`config.mk`:
```
export PLATFORM = sky130hd
export DESIGN_NAME = byte_demux_reg
export DESIGN_NICKNAME = d
export VERILOG_FILES = /design/src/rtl/demux_pkg.sv /design/src/rtl/byte_demux_reg_byte_reg.sv /design/src/rtl/byte_demux_reg.sv
export SDC_FILE = /design/constraint.sdc
export NUM_CORES = 1
export LEC_CHECK = 0
export CAP_MARGIN = 25
export CORE_AREA = 2 2 55 57
export CTS_BUF_LIST = sky130_fd_sc_hd__clkbuf_8
export DETAILED_ROUTE_END_ITERATION = 10
export DIE_AREA = 0 0 57 59
export MAX_ROUTING_LAYER = met4
export PLACE_DENSITY = 0.67
export SETUP_SLACK_MARGIN = 0.15
export SLEW_MARGIN = 10
export SYNTH_ARGS = -nofsm -noshare
export SYNTH_HDL_FRONTEND = slang
export SYNTH_SLANG_ARGS = --single-unit
```
`constraint.sdc`:
```
create_clock -name clk -period 2.36 [get_ports clk]
set_input_delay 0.472 -clock clk [delete_from_list [all_inputs] [get_ports clk]]
set_output_delay 0.472 -clock clk [all_outputs]
set_load 0.05 [all_outputs]
```
`src/rtl/demux_pkg.sv`:
```
// Shared definitions for the two-beat byte demultiplexer: FSM state encoding and default bus width.
package demux_pkg;

  typedef enum logic [1:0] {
    S_HI   = 2'b00,
    S_LO   = 2'b01,
    S_FULL = 2'b10
  } state_e;

  localparam int DEFAULT_WIDTH = 8;

endpackage

```
`src/rtl/byte_demux_reg_byte_reg.sv`:
```
// WIDTH-bit holding register with synchronous active-high reset and load enable.
module byte_reg #(
  parameter int WIDTH = 8
) (
  input  logic             clk,
  input  logic             rst,
  input  logic             load,
  input  logic [WIDTH-1:0] d,
  output logic [WIDTH-1:0] q
);

  logic [WIDTH-1:0] q_q;

  always_ff @(posedge clk) begin
    if (rst) begin
      q_q <= '0;
    end else if (load) begin
      q_q <= d;
    end
  end

  assign q = q_q;

endmodule

```
`src/rtl/byte_demux_reg.sv`:
```
// Two-beat deserializer: steers successive accepted beats into hi/lo halves and offers the word with valid/ready.
// Optional even-parity checking over {din, in_par} is enabled by defining DEMUX_PARITY_EN.
module byte_demux_reg
  import demux_pkg::*;
#(
  parameter int WIDTH = DEFAULT_WIDTH
) (
  input  logic             clk,
  input  logic             rst,
  input  logic             ena,
  input  logic             in_valid,
  input  logic [WIDTH-1:0] din,
`ifdef DEMUX_PARITY_EN
  input  logic             in_par,
  output logic             par_err,
`endif
  output logic             in_ready,
  output logic [WIDTH-1:0] hi_out,
  output logic [WIDTH-1:0] lo_out,
  output logic             out_valid,
  input  logic             out_ready
);

  state_e state_q;
  logic   out_valid_q;
  logic   accept;
  logic   hi_load;
  logic   lo_load;

  // A full word blocks new beats unless it is being taken in the same cycle.
  assign in_ready = ena && ((state_q != S_FULL) || out_ready);
  assign accept   = in_valid && in_ready;
  assign hi_load  = accept && ((state_q == S_HI) || (state_q == S_FULL));
  assign lo_load  = accept && (state_q == S_LO);

  always_ff @(posedge clk) begin
    if (rst) begin
      state_q     <= S_HI;
      out_valid_q <= 1'b0;
    end else begin
      case (state_q)
        S_HI: begin
          if (accept) state_q <= S_LO;
        end
        S_LO: begin
          if (accept) begin
            state_q     <= S_FULL;
            out_valid_q <= 1'b1;
          end
        end
        S_FULL: begin
          if (out_ready) begin
            state_q     <= accept ? S_LO : S_HI;
            out_valid_q <= 1'b0;
          end
        end
        default: begin
          state_q     <= S_HI;
          out_valid_q <= 1'b0;
        end
      endcase
    end
  end

  assign out_valid = out_valid_q;

  byte_reg #(.WIDTH(WIDTH)) u_hi_reg (
    .clk  (clk),
    .rst  (rst),
    .load (hi_load),
    .d    (din),
    .q    (hi_out)
  );

  byte_reg #(.WIDTH(WIDTH)) u_lo_reg (
    .clk  (clk),
    .rst  (rst),
    .load (lo_load),
    .d    (din),
    .q    (lo_out)
  );

`ifdef DEMUX_PARITY_EN
  logic err_q;
  logic beat_bad;

  assign beat_bad = ^{din, in_par};

  // First beat restarts the flag; second beat can only add to it.
  always_ff @(posedge clk) begin
    if (rst) begin
      err_q <= 1'b0;
    end else if (hi_load) begin
      err_q <= beat_bad;
    end else if (lo_load) begin
      err_q <= err_q | beat_bad;
    end
  end

  assign par_err = out_valid_q & err_q;
`endif

endmodule

```
Yosys cells after proc, flatten, opt, wreduce, memory -nomap -nowiden
Index checks and enable logic that the tools add are counted. Widths: inputs -> output; s select.

Muxes and demuxes: 8. Magnitude comparators: 0. Reduce and logical (&&, ||, !) cells: 9. Add/sub/neg operators: 0. Div/mod/pow operators: 0. Multipliers: 0. Eq/ne operators: 6. Bitwise logic cells: 1. Shift-type cells: 0.

Operators with widths (number): $ne 2x2->1 const B (4); $mux 2 (3); $pmux 2 s3 (1); $reduce_and 3->1 (2); $logic_and 1x1->1 (4); $mux 1 (3); $pmux 1 s3 (1); $eq 2x1->1 const B (1); $eq 2x2->1 const B (1); $logic_not 2->1 (1); $logic_or 1x1->1 (2); $not 1->1 (1).

Memories kept: 0. Bits in latches: 0. Register bits after elaboration: 19. ROM bits: 0. Output and inout port bits: 18. RAM bits: 0. Logic and storage cells: 28.

Logic depth before layout (Yosys ltp)
Depth in word-level cells: 7. Gate-level depth with buffers: 5. Gate-level depth less buffers: 3.

Modules after synthesis
Synthesis repeated with hierarchy kept, for this count alone.

Cells, all modules: 70. Area total of the unflattened synthesis: 729.4 um2.

Modules (own cells, without submodules): byte_reg (cells each 26, area an instance 285.3 um2, times used 2, seq. area each 160.2 um2); byte_demux_reg (cells each 18, area an instance 158.9 um2, times used 1, seq. area each 60.1 um2).

Worst setup path after synthesis
No wires, ideal clock.

Path kind: flip-flop to output port. Start: register state_q[0]. End: output port in_ready. Arrival time: 1004 ps. Stages on the path, launching flop included: 5. Buffers on the path: 1. Path slack: 884 ps. Data required time: 1888 ps. Cells stage by stage: dfxtp_1 buf_2 nor2_1 nand2_1 and2_1.

Longest elaborated chain between the ends: 3.

Ends and longest elaborated chain: start: declaration (line byte_demux_reg.sv:24) `state_e state_q;`; start signal: assignment (line byte_demux_reg.sv:53) `state_q <= accept ? S_LO : S_HI;`; $ne 2x2->1 (line byte_demux_reg.sv:31) `assign in_ready = ena && ((state_q != S_FULL) || out_ready);`; $logic_or 1x1->1 (line byte_demux_reg.sv:31); $logic_and 1x1->1 (line byte_demux_reg.sv:31); end: declaration (line byte_demux_reg.sv:17) `output logic in_ready,`.

Every way passes these cells.

Final worst setup path
Start: input port out_ready. End: output port in_ready.

Longest elaborated chain between the ends: 2.

Ends and longest elaborated chain: start: declaration (line byte_demux_reg.sv:21) `input logic out_ready`; $logic_or 1x1->1 (line byte_demux_reg.sv:31); $logic_and 1x1->1 (line byte_demux_reg.sv:31).

Every way passes these cells.

==> impl_results.md <==
* Run status: finished clean
* Setup total negative slack at 0 ns
* Setup slack after placement at between 0.4 and 0.5 ns
* Fraction of layout instances using a drive strength above 1 at 5.932%
* Post-Place Cell Area at ~1100 um^2
* Final non-filler cell area at 1176 um^2
* Initial antenna violation count at 0
* I/O pins at 31
* RePlAce Congestion at 0.7580
* DRC at 0
* Number of enable-type register cells in the synthesized netlist at 0
* Via density at 4.671
* Synthesized area at 792.0 um^2
* Antenna cells at 0
* Post-Synth Adder-Cell Area at 0%
* Number of max-capacitance violations reported at 0
* Number of standard cells after synthesis at 87
* Clk Latency, worst-skew pair at 0.25 ns
* Fraction of synthesized area in multiplexers at roughly a tenth
* Wire length of the first global-routing pass at 2.760 mm
* Starting density of the core at 29.22%
* Number of global-route vias before repair at 621
* Relative slew slack at 61.99%
* Fmax at 510.5 MHz
* TritonCTS clock tree: built
* Max IR drop VDD at slightly above 0.3 mV
* Largest driver fanout on the critical path at 3
* Filler cell count at between 200 and 300
* Die Height at 59 um
* Antenna-violating nets left at 0
* Final-report setup violation count at 0
* Data arrival at the endpoint of the critical path at 1.49 ns
* Pin count of the biggest net entering global routing at 23
* Number of nets at the end of the flow at 132
* Root Driver: sky130_fd_sc_hd__clkbuf_8
* Leakage power figure at 0.4116 nW
* Layout Skew at 0.001354 ns
* Number of endpoints with negative hold slack in the final report at 0
* Main combinational cell family by area after synthesis: simple AND/OR/NAND/NOR gates
* Count of distinct cell types in the synthesized netlist at 18
* Clock sink count at 19
* Deepest clock path buffer count at 2
* Number of search-and-repair iterations in the first detailed-routing pass at 4
* Clock-pin slew on the worst setup and hold paths at 0.07 ns
* Worst hold path class: reg -> reg
* Slack of the critical path at 0.4010 ns
* Post-synth top flop: sky130_fd_sc_hd__dfxtp_1
* Proportion of synthesized chip area in sequential cells at 48.03%
* Biggest cell delay along the critical path at 0.45 ns
* Post-CTS Setup Bufs at 0
* Wire length per cell at ~12 um
* Slowest cell on crit path: sky130_fd_sc_hd__clkdlybuf4s50_1
* Min Hold Slack at 0.4550 ns
* Simple-Gate Fraction of Synth Area at a little under a third
* Remaining Overflow, GRT at 0
* Post-route insts no fill at 149
* Total die area at 3363 um^2
* Crit Path Class: in -> out
* Period Utilization, post-route at 83.01%
* DPL Wire Length at between 1 and 1.5 mm
* Post-synthesis share of cell area spent on xor and xnor gates at 0%
* Setup crit start kind: input pin
* Total clock buffers created by CTS at 3
* Final core utilization at 43.40%
* Port Buffers at 30
* Cells along the critical path: clkdlybuf4s50_1 > nor2_1 > nand2_1 > and2_1 > buf_12
* Compound-Gate Fraction of Synth Area at 8.373%
* Number of nets produced by synthesis at 100
* Mean instance size in the synthesized netlist at ~9.1 um^2
* Detailed Route WL at 1.783 mm
* Number of warnings issued by yosys at 0
* Via count at roughly 700
* Gr usage total at 10.96%
* Final-report max-slew violation count at 0
* Number of design-rule violations left by the first detailed-router iteration at 8
* Core Region at 2710 um^2
* Proportion of synthesized flip-flops having asynchronous set or reset at 0%
* Area growth from synthesis to layout at 48.50%
* Setup crit end kind: output port
* Total chip power at 698.5 uW
* Clock period minus worst slack at around 2.0 ns
* Worst Max-Slew Pin Slew at 0.5683 ns
* Setup repair after global routing missed its margin: false
* Data required time of the worst path at 1.89 ns
* Quantity of hold-fixing buffers added after cts at 0
* Placed Instances at 145
* Horizontal die dimension at between 50 and 60 um
* Row cnt at 19
* Flip-flop and latch count after synthesis at 19
* Resized cells post-CTS at 0
* H-tree lvl count at 1
* Total power divided by cell area at 593.9 nW/um^2
==> worst max-delay path: cells and delay by family <==
family	cells	cell delay, ns
buffers and inverters	2	0.60
and+or+nand+nor	3	0.41
==> cell usage in the layout, fill, tap and decap left out <==
| cell type | synthesis | routed |
|---|---|---|
| sky130_fd_sc_hd__a21oi_1 | 9 | 9 |
| sky130_fd_sc_hd__buf_12 | 0 | 1 |
| sky130_fd_sc_hd__clkbuf_8 | 0 | 3 |
| sky130_fd_sc_hd__or3_1 | 1 | 1 |
| sky130_fd_sc_hd__and4b_1 | 1 | 1 |
| sky130_fd_sc_hd__nor2_1 | 2 | 2 |
| sky130_fd_sc_hd__dfxtp_1 | 19 | 19 |
| sky130_fd_sc_hd__and2_1 | 1 | 1 |
| sky130_fd_sc_hd__mux2i_1 | 8 | 8 |
| sky130_fd_sc_hd__nand3b_1 | 1 | 1 |
| sky130_fd_sc_hd__nand2b_1 | 16 | 16 |
| sky130_fd_sc_hd__buf_4 | 0 | 1 |
| sky130_fd_sc_hd__nor3_4 | 1 | 1 |
| sky130_fd_sc_hd__inv_1 | 0 | 1 |
| sky130_fd_sc_hd__clkdlybuf4s50_1 | 0 | 29 |
| sky130_fd_sc_hd__nand4b_1 | 2 | 2 |
| sky130_fd_sc_hd__nor2b_1 | 1 | 1 |
| sky130_fd_sc_hd__a31oi_1 | 2 | 2 |
| sky130_fd_sc_hd__nand2_2 | 1 | 1 |
| sky130_fd_sc_hd__nand2_1 | 17 | 17 |
| sky130_fd_sc_hd__a2bb2oi_1 | 1 | 1 |
==> report_power, final <==
group | switching, mW | internal [mW]
Clock | 0.0986 | 0.115
Sequential | 0.0101 | 0.334
Combinational | 0.0786 | 0.0619
==> synthesized netlist by cell type, types with 2 or more instances <==
cell type	n	area share, %
sky130_fd_sc_hd__nand4b_1	2	2.2
sky130_fd_sc_hd__buf_2	2	1.3
sky130_fd_sc_hd__nor2_1	2	0.95
sky130_fd_sc_hd__clkbuf_1	2	0.95
sky130_fd_sc_hd__mux2i_1	8	10
sky130_fd_sc_hd__dfxtp_1	19	48
sky130_fd_sc_hd__a31oi_1	2	1.6
sky130_fd_sc_hd__nand2_1	17	8.1
sky130_fd_sc_hd__a21oi_1	9	5.7
sky130_fd_sc_hd__nand2b_1	16	13
==> cell type report <==
class | count | area (um^2) | share of cell area, %
clock buffer | 3 | 41.29 | 3.511
clock inverter | 1 | 3.754 | 0.3191
tap | 31 | 38.79 | 3.298
timing repair buffer | 31 | 317.8 | 27.02
sequential | 19 | 380.4 | 32.34
multi-input combinational | 64 | 394.1 | 33.51
==> state kept, by name, summed over array words and instances, names as in the netlist <==
register    count
u_lo_reg.q      8
out_valid       1
state_q         2
u_hi_reg.q      8
==> path summary, 6_finish.rpt <==
| kind | endpoint | slack [ns] | startpoint | cells after the start |
|---|---|---|---|---|
| max | in_ready | 0.40 | out_ready | 5 |
| min | u_lo_reg.q[0] | 0.46 | u_lo_reg.q[0] | 2 |
| max reg2reg | u_hi_reg.q[3] | 1.12 | state_q[1] | 3 |
| min reg2reg | u_lo_reg.q[0] | 0.46 | u_lo_reg.q[0] | 2 |
==> per-layer routing <==
metal / track usage [%] / wire, um / up-vias
li1: - / - / 354
met1: 14.38 / 837 / 326
met2: 16.58 / 857 / 14
met3: 1.310 / 54 / 2
met4: 5.980 / 34 / 0
met5: - / 0 / -
==> cell families (layout without fill, tap and decap cells) <==
family,Yosys count,count (layout)
mux,8,8
flops,19,19
simple gates,44,44
compound gates,12,12
buf+inv,4,35
(Power assumes the default switching activity.)
